### src/rtl/hazard_ctrl.sv
// Pipeline hazard controller: load-use stall, branch flush, operand forwarding,
// data-memory wait handling with timeout, and a stall-cycle performance counter.
module hazard_ctrl #(
  parameter int unsigned REG_AW   = 5,
  parameter int unsigned CNT_W    = 16,
  parameter int unsigned WAIT_MAX = 64
) (
  input  logic              clk,
  input  logic              rst,
  input  logic [REG_AW-1:0] Rs1D,
  input  logic [REG_AW-1:0] Rs2D,
  input  logic [REG_AW-1:0] Rs1E,
  input  logic [REG_AW-1:0] Rs2E,
  input  logic [REG_AW-1:0] RdE,
  input  logic [REG_AW-1:0] RdM,
  input  logic [REG_AW-1:0] RdW,
  input  logic              RegWriteM,
  input  logic              RegWriteW,
  input  logic              LoadE,
  input  logic              PCSrcE,
  input  logic              MemReqM,
  input  logic              MemReadyM,
  output logic              StallF,
  output logic              StallD,
  output logic              StallE,
  output logic              StallM,
  output logic              FlushD,
  output logic              FlushE,
  output logic              FlushW,
  output logic [1:0]        ForwardAE,
  output logic [1:0]        ForwardBE,
  output logic              MemErr,
  output logic [CNT_W-1:0]  StallCycles
);

  localparam int unsigned WCNT_W = (WAIT_MAX > 1) ? $clog2(WAIT_MAX) : 1;
  localparam logic [WCNT_W-1:0] WAIT_LAST = WCNT_W'(WAIT_MAX - 1);
  localparam logic [CNT_W-1:0]  CNT_MAX   = '1;

  typedef enum logic {
    RUN      = 1'b0,
    MEM_WAIT = 1'b1
  } state_e;

  state_e             state_q, state_d;
  logic [WCNT_W-1:0]  wcnt_q, wcnt_d;
  logic               mem_err_q, mem_err_d;
  logic [CNT_W-1:0]   stall_cnt_q, stall_cnt_d;

  logic timeout;
  logic mem_stall;
  logic load_use;
  logic m_hit_a, w_hit_a, m_hit_b, w_hit_b;

  // The timeout cycle itself already releases the pipeline, before MemErr is registered.
  assign timeout   = (state_q == MEM_WAIT) && (wcnt_q == WAIT_LAST) && !MemReadyM;
  assign mem_stall = MemReqM && !MemReadyM && !mem_err_q && !timeout;
  assign load_use  = LoadE && (RdE != '0) && ((RdE == Rs1D) || (RdE == Rs2D));

  assign m_hit_a = RegWriteM && (RdM != '0) && (RdM == Rs1E);
  assign w_hit_a = RegWriteW && (RdW != '0) && (RdW == Rs1E);
  assign m_hit_b = RegWriteM && (RdM != '0) && (RdM == Rs2E);
  assign w_hit_b = RegWriteW && (RdW != '0) && (RdW == Rs2E);

  always_comb begin
    state_d   = state_q;
    wcnt_d    = '0;
    mem_err_d = mem_err_q;
    case (state_q)
      RUN: begin
        if (mem_stall) state_d = MEM_WAIT;
      end
      MEM_WAIT: begin
        if (MemReadyM || timeout) begin
          state_d = RUN;
        end else begin
          wcnt_d = WCNT_W'(wcnt_q + 1'b1);
        end
        if (timeout) mem_err_d = 1'b1;
      end
      default: state_d = RUN;
    endcase
  end

  // Hazard outputs: memory stall dominates, then branch flush, then load-use.
  always_comb begin
    StallF    = 1'b0;
    StallD    = 1'b0;
    StallE    = 1'b0;
    StallM    = 1'b0;
    FlushD    = 1'b0;
    FlushE    = 1'b0;
    FlushW    = 1'b0;
    ForwardAE = 2'b00;
    ForwardBE = 2'b00;
    if (rst) begin
      FlushD = 1'b1;
      FlushE = 1'b1;
      FlushW = 1'b1;
    end else begin
      if (mem_stall) begin
        StallF = 1'b1;
        StallD = 1'b1;
        StallE = 1'b1;
        StallM = 1'b1;
        FlushW = 1'b1;
      end else if (PCSrcE) begin
        FlushD = 1'b1;
        FlushE = 1'b1;
      end else if (load_use) begin
        StallF = 1'b1;
        StallD = 1'b1;
        FlushE = 1'b1;
      end
      ForwardAE = m_hit_a ? 2'b10 : (w_hit_a ? 2'b01 : 2'b00);
      ForwardBE = m_hit_b ? 2'b10 : (w_hit_b ? 2'b01 : 2'b00);
    end
  end

  always_comb begin
    stall_cnt_d = stall_cnt_q;
    if (StallF && (stall_cnt_q != CNT_MAX)) stall_cnt_d = CNT_W'(stall_cnt_q + 1'b1);
  end

  always_ff @(posedge clk or posedge rst) begin
    if (rst) begin
      state_q     <= RUN;
      wcnt_q      <= '0;
      mem_err_q   <= 1'b0;
      stall_cnt_q <= '0;
    end else begin
      state_q     <= state_d;
      wcnt_q      <= wcnt_d;
      mem_err_q   <= mem_err_d;
      stall_cnt_q <= stall_cnt_d;
    end
  end

  assign MemErr      = mem_err_q;
  assign StallCycles = stall_cnt_q;

endmodule
### config.mk
export PLATFORM = sky130hd
export DESIGN_NAME = hazard_ctrl
export DESIGN_NICKNAME = d
export VERILOG_FILES = /design/src/rtl/hazard_ctrl.sv
export SDC_FILE = /design/constraint.sdc
export NUM_CORES = 1
export LEC_CHECK = 0
export CAP_MARGIN = 25
export CORE_ASPECT_RATIO = 1.4
export CORE_UTILIZATION = 35
export DETAILED_ROUTE_END_ITERATION = 12
export HOLD_SLACK_MARGIN = 0.08
export MAX_ROUTING_LAYER = met4
export PLACE_DENSITY_LB_ADDON = 0.3
export SLEW_MARGIN = 20
export SYNTH_ARGS = -nofsm -noshare
export SYNTH_HDL_FRONTEND = slang
export SYNTH_SLANG_ARGS = --single-unit
### constraint.sdc
create_clock -name clk -period 2.5 [get_ports clk]
set_input_delay 0.5 -clock clk [delete_from_list [all_inputs] [get_ports clk]]
set_output_delay 0.5 -clock clk [all_outputs]
set_load 0.01 [all_outputs]
==> results.cfg <==
[synthesis]
synthArstFlopShare_pct = 100
avgSynthCellArea_um2 = 9.51
synth_fp_nets = 214
synth_edf_count = 0
synthFlopType = dfrtp_1
seq_area_frac_synth_pct = 37.4
ys_warn_count = 0
synthCells = 169
synth_area_um2 = 1610
synth-seq-cells = 24
synth_cell_types = 37

[timing]
finalWorstSetupSlack_ns = 0.0417
skew_ns = 0.00242
grt_setup_unrepaired = no
fmax_mhz = 407
finalSetupTns_ns = 0
finalHoldViolCount = 0
maxSlewViolCount = 0
relSlewSlack_pct = 69.3
period_minus_slack_ns = 2.46
tightest_slew_ns = 0.460
setup_viol = 0
finalCritPeriodShare_pct = 98.3

[route]
drtIter0Drc = 20
wl_per_cell_um = 12.0
drc = 0
antenna_left = 0
viasPerCell = 4.67
num_vias = 1578
drt_wl_total_um = 4060
dr.pass1.iters = 4

[global_routing]
grt_pass1_wl_um = 6540
gr-usage-all-layers_pct = 18.2
grt_overflow = 0
grt_pass1_vias = 1542
grt_max_degree = 14
antenna_found_initial = 0

[placement]
port_buffers = 70
gp_congestion = 0.886
pre_cts_ws_ns = -0.670
post-dp-hpwl_um = 3300

[cells_and_area]
fin_nets = 324
final.fill_count = 387
area_growth_pct = 70.8
layout_commonest_cell = clkdlybuf4s50_1
final_cell_mix = clkdlybuf4s50_1, buf_4, xnor2_1
antenna_cells = 0
drive_gt1_share_pct = 23.4

[floorplan]
dieArea_um2 = 4870
die_x_um = 59.3
rows = 28
die_h_um = 82.2
initial_utilization_pct = 37.3
core_area_um2 = 4310
io_pins = 71

[worst_setup_path]
path_buf_inv = 3
worst_setup_path_start_kind = input port
required_ns = 2.00
r2r_start = StallCycles[0]
regToRegSetupSlack_ns = 0.41
cp.arrival_ns = 1.96
slowest_delay_ns = 0.54
cp_num_cells = 6
cp_top_family = simple AND/OR/NAND/NOR gates
endpoint = StallF
crit_chain = clkdlybuf4s15_2 > or4_4 > o21a_1 > a31o_2 > buf_4 > buf_6
cp-end-kind = primary output
worst-setup-path-type = input port to primary output
crit_slowest_cell = or4_4
crit_fanout = 3
r2r_cells = 8
crit_start = RdE[1]
r2r_end = StallCycles[4]

[cts]
clk_pin_slew_worst_paths_ns = 0.08
tritoncts = done
clock_latency_ns = 0.26
cts_buffers = 3
cts-root-buf = clkbuf_8
cts.sinks = 24
htreeDepth = 1
holdBufCountCts = 0
clockBufferDepth = 2

[flow_run]
cap_viol_max_count = 0

[run_status]
outcome = finished clean

[pwr]
p_total_mw = 1.13
power.leakage_nw = 1.24
max-vdd-ir-drop_mv = 0.215
power_density_nw_per_um2 = 412

[worst_hold_path]
hp-class = input port to asynchronous set/reset pin
-- power breakdown --
part,switching [mW],internal [mW],leakage (nW),total (mW)
Combinational,0.153,0.240,0.895,0.393
Clock,0.119,0.140,0.0288,0.260
Sequential,0.0509,0.429,0.320,0.480
-- cells by family (layout without fill, tap and decap cells) --
group | after synthesis | in the layout | share of synthesized area [%]
compound gates | 14 | 14 | 7.63
simple gates | 73 | 73 | 24.2
buf+inv | 6 | 115 | 1.87
flops | 24 | 24 | 37.4
mux | 1 | 1 | 0.700
fa+ha+maj | 2 | 2 | 1.56
xor+xnor | 49 | 49 | 26.7
-- worst min path at each step --
stage | startpoint | end | slack (ns) | depth (start not counted)
final | rst | StallCycles[14] | 0.44 | 3
after global routing | rst | wcnt_q[0] | 0.43 | 3
after CTS | rst | StallCycles[14] | 0.44 | 3
after detailed placement | wcnt_q[0] | wcnt_q[0] | 0.46 | 1
after global placement | wcnt_q[0] | wcnt_q[0] | 0.45 | 1
after floorplan | rst | MemErr | 0.39 | 1
-- stage by stage --
step / std cells / utilization (%) / hold WS [ns] / instance area (um^2)
after CTS: 338 / 63.3 / 0.437 / 2730
after global routing: 338 / 63.7 / 0.434 / 2750
after detailed placement: 329 / 60.6 / 0.459 / 2610
final: 338 / 63.7 / 0.443 / 2750
after global placement: 329 / 60.6 / 0.452 / 2610
after floorplan: 169 / - / 0.390 / 1610
-- flip-flops by register name, summed over array words and instances, names as in the netlist --
name,flops
StallCycles,16
wcnt_q,6
state_q,1
MemErr,1
-- synth_stat cells, types with 2 or more instances --
library cell	n	share of area, %
and3_1	2	0.78
buf_4	2	0.93
dfrtp_1	24	37
ha_1	2	1.6
inv_1	4	0.93
nand2_1	15	3.5
nand3_1	13	4.0
nor2_1	16	3.7
nor3_1	8	2.5
nor3b_1	2	0.93
nor4_1	4	1.6
o21a_1	2	0.93
or2_2	2	0.78
or4_1	3	1.4
xnor2_1	31	17
xor2_1	18	9.8
-- metal layers --
layer / vias up / track usage [%] / routed length (um)
li1: 802 / - / -
met1: 705 / 20.4 / 1620
met2: 65 / 32.5 / 2160
met3: 6 / 1.87 / 204
met4: 0 / 7.38 / 78
met5: - / - / 0
-- final cells by class --
class                      count  area (um^2)  share of cell area (%)
clock buffer                   4         55.1                    2.00
inverter                       4         18.8                   0.683
multi-input combinational    139         1010                    36.8
sequential                    24          601                    21.9
tap                           60         75.1                    2.73
timing repair buffer         107          986                    35.9
-- worst register-to-register path, cell delays in order (launching register included) --
cell,delay [ns]
dfrtp_1,0.43
ha_1,0.24
nand2_1,0.13
nor4_4,0.07
a2111oi_2,0.51
a21oi_4,0.12
buf_4,0.17
nor2_1,0.16
xor2_1,0.18
-- timing repair --
item / 4_1_cts / 5_1_grt
buffers inserted: 4 / 0
setup endpoints to repair: 17 / 7
gates resized for setup: 57 / 9
cloned: 1 / 0
pin swaps: 10 / 5
(Power assumes the default switching activity.)
